File: src/rtl/ppu_pixel_mux_pkg.sv
// Shared definitions for the PPU pixel mux: visible area, palette mirroring, priority select.
// Latency: none (types, constants and pure functions only).
// Backpressure: not applicable.
package ppu_pixel_mux_pkg;

  localparam int VIS_W_DEF = 256;
  localparam int VIS_H_DEF = 240;

  // Clearing bit 4 folds the sprite backdrop slots 0x10/14/18/1C onto 0x00/04/08/0C.
  localparam logic [4:0] PAL_MIRROR_MASK = 5'h0F;
  localparam logic [4:0] BACKDROP_ADDR   = 5'h00;

  // Per-pixel inputs from the background and sprite pipelines.
  typedef struct packed {
    logic [3:0] bg;
    logic [3:0] spr;
    logic       spr_priority;
  } pix_src_t;

  // Apply the palette address aliasing shared by the CPU and render paths.
  function automatic logic [4:0] pal_mirror(input logic [4:0] a);
    return (a[1:0] == 2'b00) ? (a & PAL_MIRROR_MASK) : a;
  endfunction

  // Resolve background vs sprite into a palette RAM address.
  function automatic logic [4:0] pix_priority(input pix_src_t p);
    logic bg_o;
    logic sp_o;
    bg_o = |p.bg[1:0];
    sp_o = |p.spr[1:0];
    if (!bg_o && !sp_o)
      return BACKDROP_ADDR;
    else if (sp_o && (!bg_o || !p.spr_priority))
      return {1'b1, p.spr};
    else
      return {1'b0, p.bg};
  endfunction

endpackage

File: src/rtl/ppu_pixel_mux_pal_ram.sv
// 32x6 palette RAM: one write port, async CPU read port and async render read port.
// Latency: writes land on the clock edge; reads are combinational (old data in the write cycle).
// Backpressure: none; every write strobe is accepted.
module ppu_pixel_mux_pal_ram
  import ppu_pixel_mux_pkg::*;
(
  input  logic       clk_in,
  input  logic       rst_in,
  input  logic       wr_en_in,
  input  logic [4:0] wr_a_in,
  input  logic [5:0] wr_d_in,
  input  logic [4:0] ri_a_in,
  output logic [5:0] ri_d_out,
  input  logic [4:0] rd_a_in,
  output logic [5:0] rd_d_out
);

  logic [5:0] pal_q [32];
  logic [4:0] wr_a_m;
  logic [4:0] ri_a_m;
  logic [4:0] rd_a_m;

  // Mirrored address decode; render lookups of any transparent slot use the backdrop.
  always_comb begin
    wr_a_m = pal_mirror(wr_a_in);
    ri_a_m = pal_mirror(ri_a_in);
    rd_a_m = (rd_a_in[1:0] == 2'b00) ? BACKDROP_ADDR : rd_a_in;
  end

  // Palette storage; reset clears every entry.
  always_ff @(posedge clk_in) begin
    if (rst_in) begin
      for (int i = 0; i < 32; i++) pal_q[i] <= 6'h00;
    end else if (wr_en_in) begin
      pal_q[wr_a_m] <= wr_d_in;
    end
  end

  assign ri_d_out = pal_q[ri_a_m];
  assign rd_d_out = pal_q[rd_a_m];

endmodule

File: src/rtl/ppu_pixel_mux.sv
// PPU final pixel stage: bg/sprite priority, palette lookup, sprite-0 hit; optional PPU_GREYSCALE_EN.
// Latency: colour registered one clock after pix_pulse_in; pal_d_out combinational.
// Backpressure: none; the pixel stream and CPU accesses are never stalled.
module ppu_pixel_mux
  import ppu_pixel_mux_pkg::*;
#(
  parameter int VIS_W = VIS_W_DEF,
  parameter int VIS_H = VIS_H_DEF
) (
  input  logic       clk_in,
  input  logic       rst_in,
  input  logic [9:0] nes_x_in,
  input  logic [9:0] nes_y_in,
  input  logic       pix_pulse_in,
  input  logic [3:0] bg_palette_idx_in,
  input  logic [3:0] spr_palette_idx_in,
  input  logic       spr_priority_in,
  input  logic       spr_primary_in,
  input  logic       bg_en_in,
  input  logic       spr_en_in,
  input  logic       spr0_hit_clr_in,
  input  logic       greyscale_in,
  input  logic [4:0] pal_a_in,
  input  logic [5:0] pal_d_in,
  input  logic       pal_wr_in,
  output logic [5:0] pal_d_out,
  output logic [5:0] sys_palette_idx_out,
  output logic       spr0_hit_out
);

  pix_src_t   pix_src;
  logic [4:0] sel;
  logic [4:0] rd_a;
  logic [5:0] rd_d;
  logic [5:0] colour_nxt;
  logic       visible;
  logic       hit_set;

  // Priority select, visibility and sprite-0 hit detection.
  always_comb begin
    pix_src.bg           = bg_palette_idx_in;
    pix_src.spr          = spr_palette_idx_in;
    pix_src.spr_priority = spr_priority_in;
    sel     = pix_priority(pix_src);
    visible = (nes_x_in < 10'(VIS_W)) && (nes_y_in < 10'(VIS_H));
    rd_a    = visible ? sel : BACKDROP_ADDR;
    // The hit ignores sprite priority and is never reported in the last column.
    hit_set = pix_pulse_in && bg_en_in && spr_en_in && spr_primary_in &&
              (|bg_palette_idx_in[1:0]) && (|spr_palette_idx_in[1:0]) &&
              (nes_x_in < 10'd255) && (nes_y_in < 10'(VIS_H));
  end

  ppu_pixel_mux_pal_ram u_pal_ram (
    .clk_in   (clk_in),
    .rst_in   (rst_in),
    .wr_en_in (pal_wr_in),
    .wr_a_in  (pal_a_in),
    .wr_d_in  (pal_d_in),
    .ri_a_in  (pal_a_in),
    .ri_d_out (pal_d_out),
    .rd_a_in  (rd_a),
    .rd_d_out (rd_d)
  );

`ifdef PPU_GREYSCALE_EN
  // Greyscale keeps only the luma bits of the system colour.
  always_comb begin
    colour_nxt = greyscale_in ? (rd_d & 6'h30) : rd_d;
  end
`else
  logic unused_greyscale;
  // Greyscale is not built in; the colour passes through untouched.
  always_comb begin
    unused_greyscale = greyscale_in;
    colour_nxt       = rd_d;
  end
`endif

  // Output colour register, advanced only on the pixel pulse.
  always_ff @(posedge clk_in) begin
    if (rst_in)
      sys_palette_idx_out <= 6'h00;
    else if (pix_pulse_in)
      sys_palette_idx_out <= colour_nxt;
  end

  // Sticky sprite-0 hit flag; clear wins over a simultaneous set.
  always_ff @(posedge clk_in) begin
    if (rst_in || spr0_hit_clr_in)
      spr0_hit_out <= 1'b0;
    else if (hit_set)
      spr0_hit_out <= 1'b1;
  end

endmodule

File: config.mk
export PLATFORM = sky130hd
export DESIGN_NAME = ppu_pixel_mux
export DESIGN_NICKNAME = d
export VERILOG_FILES = /design/src/rtl/ppu_pixel_mux_pkg.sv /design/src/rtl/ppu_pixel_mux_pal_ram.sv /design/src/rtl/ppu_pixel_mux.sv
export SDC_FILE = /design/constraint.sdc
export NUM_CORES = 1
export LEC_CHECK = 0
export ABC_AREA = 1
export ABC_CLOCK_PERIOD_IN_PS = 4900
export CAP_MARGIN = 15
export CORE_MARGIN = 2
export CORE_UTILIZATION = 60
export DETAILED_ROUTE_END_ITERATION = 10
export PLACE_DENSITY = 0.84
export SYNTH_ARGS = -nofsm -noshare
export SYNTH_HDL_FRONTEND = slang
export SYNTH_HIERARCHICAL = 1
export SYNTH_SLANG_ARGS = --single-unit
File: constraint.sdc
create_clock -name clk_in -period 4.9 [get_ports clk_in]
set_input_delay 0.735 -clock clk_in [delete_from_list [all_inputs] [get_ports clk_in]]
set_output_delay 0.735 -clock clk_in [all_outputs]
set_load 0.01 [all_outputs]
# After elaboration in Yosys (flattened, before gate mapping)
# Memories as Yosys holds them, arrays and structs flattened. A register that Yosys moved wholly into a read port is not among the register bits.
# Cells that the tools add are included.
# totals
in_bits,49
reg_bits,1
n_memories,1
out_inout_bits,13
mem_bits_rw,192
word_cells,38
# memory_table
name,words,word_bits,rd,rd_ports_with_merged_regs,write_ports,line,source
u_pal_ram.pal_q,32,6,2,1,32,ppu_pixel_mux_pal_ram.sv:18,logic [5:0] pal_q [32];
# op_classes
n_reduce_logical,20
mux,13
order_cmp,3
# ops
operator,n
$mux W5,6
$lt A10 B8 Y1 const B,2
$logic_and A1 B1 Y1,10
$lt A10 B9 Y1 const B,1
$mux W1,6
$mux W6,1
$reduce_or A6 Y1,1
$logic_not A2 Y1,2
$reduce_or A2 Y1,2
$logic_not A1 Y1,3
$logic_or A1 B1 Y1,2

# Depth between registers and ports, before layout
# logic_depth
ltp_word,9
depth_mapped,18

# Cells and area by module
# Netlist, hierarchy kept.
# by_module_without_submodules
mod,cells_per_inst,area_each_um2,n_inst,seq_area_each_um2
ppu_pixel_mux_pal_ram,1501,11159.5,1,5765.5
ppu_pixel_mux,79,450.4,1,140.1

# Worst setup path before layout
# OpenSTA, ideal clock, no wires.
# synth_timing
path_kind,input-to-reg
startpoint,in nes_y_in[9]
endpoint,reg sys_palette_idx_out[2] (read register of u_pal_ram.pal_q)
slack_ps,2414
arrival_time_ps,2370
path_stages,15
cell_sequence,nor2_1 -> nand2_1 -> nor2_2 -> nand2_1 -> nor3_1 -> inv_1 -> nor2_2 -> inv_1 -> buf_2 -> nand2_1 -> nand3_1 -> nand3_1 -> nand2_1 -> nor2_1 -> nor2_1
# synth_lines
item,line,source
from (decl),ppu_pixel_mux.sv:13,"input logic [9:0] nes_y_in,"
$lt A10 B8 Y1,ppu_pixel_mux.sv:45,visible = (nes_x_in < 10'(VIS_W)) && (nes_y_in < 10'(VIS_H));
$logic_and A1 B1 Y1,ppu_pixel_mux.sv:45,
$mux W5,ppu_pixel_mux.sv:46,rd_a = visible ? sel : BACKDROP_ADDR;
net rd_a[2],ppu_pixel_mux.sv:33,logic [4:0] rd_a;
$mux W5,ppu_pixel_mux_pal_ram.sv:27,rd_a_m = (rd_a_in[1:0] == 2'b00) ? BACKDROP_ADDR : rd_a_in;
to (decl),ppu_pixel_mux.sv:27,"output logic [5:0] sys_palette_idx_out,"
# The timed path passes the listed nets, and every way through them passes these cells.
# A chain may end at the register's enable or synchronous reset.

# Final worst setup path
# layout_timing
startpoint,in pal_a_in[0]
endpoint,out pal_d_out[3]
# layout_between
elab_chain_cells,3
# layout_rtl
item,line,source
from (decl),ppu_pixel_mux.sv:23,"input logic [4:0] pal_a_in,"
$logic_not A2 Y1,ppu_pixel_mux_pkg.sv:22,return (a[1:0] == 2'b00) ? (a & PAL_MIRROR_MASK) : a;
$mux W5 *,ppu_pixel_mux_pkg.sv:22,
$mem_v2 Z32 W6 *,-,
to (decl),ppu_pixel_mux.sv:26,"output logic [5:0] pal_d_out,"
# Mark *: on every way between the ends. The rest lies on a longest branch, timed or not.

==> results.json <==
{
  "status": "finished, final reports clean",
  "drtIter0Drc": 1906,
  "async_reset_ff_share_pct": 0,
  "clock-root-buffer": "clkbuf_16",
  "hold_slack_ns": 0.481,
  "worst_slew_pin_slew_ns": 0.776,
  "pin_count": 62,
  "hold_violations": 0,
  "p_sw_w": 0.00108,
  "wl_um": 33500,
  "cp-start-kind": "input pin",
  "syn_area_um2": 11600,
  "seq_area_frac_synth_pct": 50.9,
  "ir_drop_mv": 0.267,
  "relSlewSlack_pct": 48.2,
  "cts_hold_buffers": 0,
  "dpl_cell_area_um2": 12400,
  "worstPathCellList": "buf_4 > buf_4 > nand2_1 > nand2_1 > nand2_1 > o21ai_0 > nand2_1 > nand3_1 > nand3_1 > nand2_1 > clkdlybuf4s50_1",
  "gp_congestion": 0.948,
  "yosysWarnings": 6,
  "synth_flop_cell": "edfxtp_1",
  "dr.pass1.iters": 7,
  "num-fill-cells": 1479,
  "clk_path_buf_depth": 2,
  "clkSlewWorstSetupHoldPaths_ns": 0.08,
  "ant_nets": 0,
  "grt_antenna_before_repair": 0,
  "avgSynthCellArea_um2": 7.35,
  "tns_ns": 0,
  "crit_arrival_ns": 3.36,
  "combPwrFrac_pct": 13.1,
  "drc": 0,
  "grt_overflow": 0,
  "cts.repair.resized": 0,
  "setup_viol": 0,
  "fin_crit_ns": 4.09,
  "area_growth_pct": 11.6,
  "clk-insertion-delay-late_ns": 0.45,
  "grt_pass1_vias": 10100,
  "p_per_area_nw_per_um2": 307,
  "synth_cells": 1580,
  "stdcell_area_um2": 13000,
  "slew_violations": 0,
  "rsz0062_at_grt": "false",
  "cts_tree": "yes",
  "start_util_pct": 61.7,
  "n_antenna_cell": 0,
  "wire_per_inst_um": 17.9,
  "portBuffers": 56,
  "cp_slowest_cell": "buf_4",
  "num_vias": 10900,
  "die_y_um": 143,
  "critPathMaxFanout": 66,
  "swShare_pct": 27.1,
  "die-area_um2": 20500,
  "synth_edf_count": 192,
  "grt_max_degree": 84,
  "core_um2": 18800,
  "post_cts_buffers": 0,
  "fin_crit_sh_pct": 83.5,
  "endpoint_kind": "primary output",
  "cts_buffers": 17,
  "rows": 50,
  "power_leakage_nw": 5.99,
  "synth_seq_cells": 199,
  "grt_util_all_layers_pct": 34.1,
  "fin_skew_ns": 0.00798,
  "nNetsFinal": 1652,
  "synth_cell_types": 22,
  "pwr-share-seq_pct": 50.2,
  "layout-drive-gt1-share_pct": 5.07,
  "grt_pass1_wl_um": 52800,
  "worstHoldPathType": "reg2reg",
  "power_frac_clock_pct": 36.7,
  "die_w_um": 143,
  "cap_violations": 0,
  "total_power_w": 0.00398,
  "htree_num_levels": 4,
  "fmax_ghz": 0.244,
  "worstSetupPathType": "in2out",
  "worstPathRequired_ns": 4.16,
  "cp_slowest_stage_delay_ns": 0.65,
  "crit_top_cell": "nand2_1",
  "cts_sinks": 199,
  "viasPerCell": 5.81,
  "hpwl_um": 21800,
  "p_int_w": 0.00290
}
## metrics by stage
| stage | instances | utilization, % | setup WS, ns |
|---|---|---|---|
| after global placement | 1844 | 65.6 | 0.947 |
| after floorplan | 1603 | - | 2.41 |
| after CTS | 1876 | 68.8 | 0.861 |
| after detailed placement | 1844 | 65.6 | 0.901 |
| final | 1876 | 68.8 | 0.810 |
| after global routing | 1876 | 68.8 | 0.679 |
## flip-flops by register name (all words and copies together) (netlist names)
register,cells
spr0_hit_out,1
u_pal_ram/pal_q,192
sys_palette_idx_out,6
## cells in the mapped netlist (all sizes together), types with 7 or more instances
library cell	number	area share, %
o21ai	18	0.87
or2	12	0.65
clkbuf	42	1.4
dfxtp	7	1.2
buf	48	2.1
nand2	580	19
edfxtp	192	50
nor3	9	0.68
nand3	243	10
a21oi	8	0.38
inv	186	6.0
nor2	228	7.4
## cell families after synthesis
family,after synthesis,share of synthesized area (%)
AND/OR/NAND/NOR,1072,38.0
buffers and inverters,276,9.47
flip-flops,199,50.9
AO/OA/AOI/OAI,32,1.64
other,1,0.0323
## area by class of cell
| cell class | instances | area, um2 | share of cell area [%] |
|---|---|---|---|
| sequential | 199 | 5910 | 45.6 |
| multi-input combinational | 1128 | 4710 | 36.3 |
| timing repair buffer | 71 | 716 | 5.52 |
| inverter | 186 | 698 | 5.39 |
| clock buffer | 17 | 425 | 3.28 |
| tap | 260 | 325 | 2.51 |
| clock inverter | 15 | 183 | 1.41 |
## power groups by stage
stage	Sequential, W	Combinational, W	Clock [W]
global placement	0.00203	0.000490	0
finish	0.00200	0.000521	0.00146
global route	0.00201	0.000572	0.00153
floorplan	0.00202	0.000324	0
CTS	0.00200	0.000507	0.00146
detailed placement	0.00203	0.000502	0
## cell usage in the layout, fill, tap and decap left out, drive strengths merged
cell type and instances:
clkdlybuf4s50 54, clkbuf 17, a21oi 8, clkinv 5
bufinv 2, o21ai 18, nor3 9, edfxtp 192
clkinvlp 1, dfxtp 7, conb 24, or2 12
inv 193, buf 17, o211ai 6, nor2 228
nand2 580, nand3 243
## worst max-delay path: cells and delay by family
kind / cells / cell delay (ns)
simple gates: 7 / 0.75
compound gates: 1 / 0.15
buf+inv: 3 / 1.68
## layer usage
layer  track usage, %  routed length, um  share of wire (%)
met4             14.0               1280                3.8
met1             45.2              11900                 36
met3             9.05               5090                 15
met5                0                  0                  0
met2             53.4              15200                 45
## worst paths after layout
kind / to / slack, ns / start / depth (start not counted)
hold / removal: spr0_hit_out / 0.48 / spr0_hit_out / 2
setup / recovery: pal_d_out[3] / 0.81 / pal_a_in[0] / 11
setup reg to reg: sys_palette_idx_out[3] / 3.42 / u_pal_ram/pal_q[15][3] / 8
hold reg to reg: spr0_hit_out / 0.48 / spr0_hit_out / 2
No activity file was read; power rests on OpenSTA's default activity.
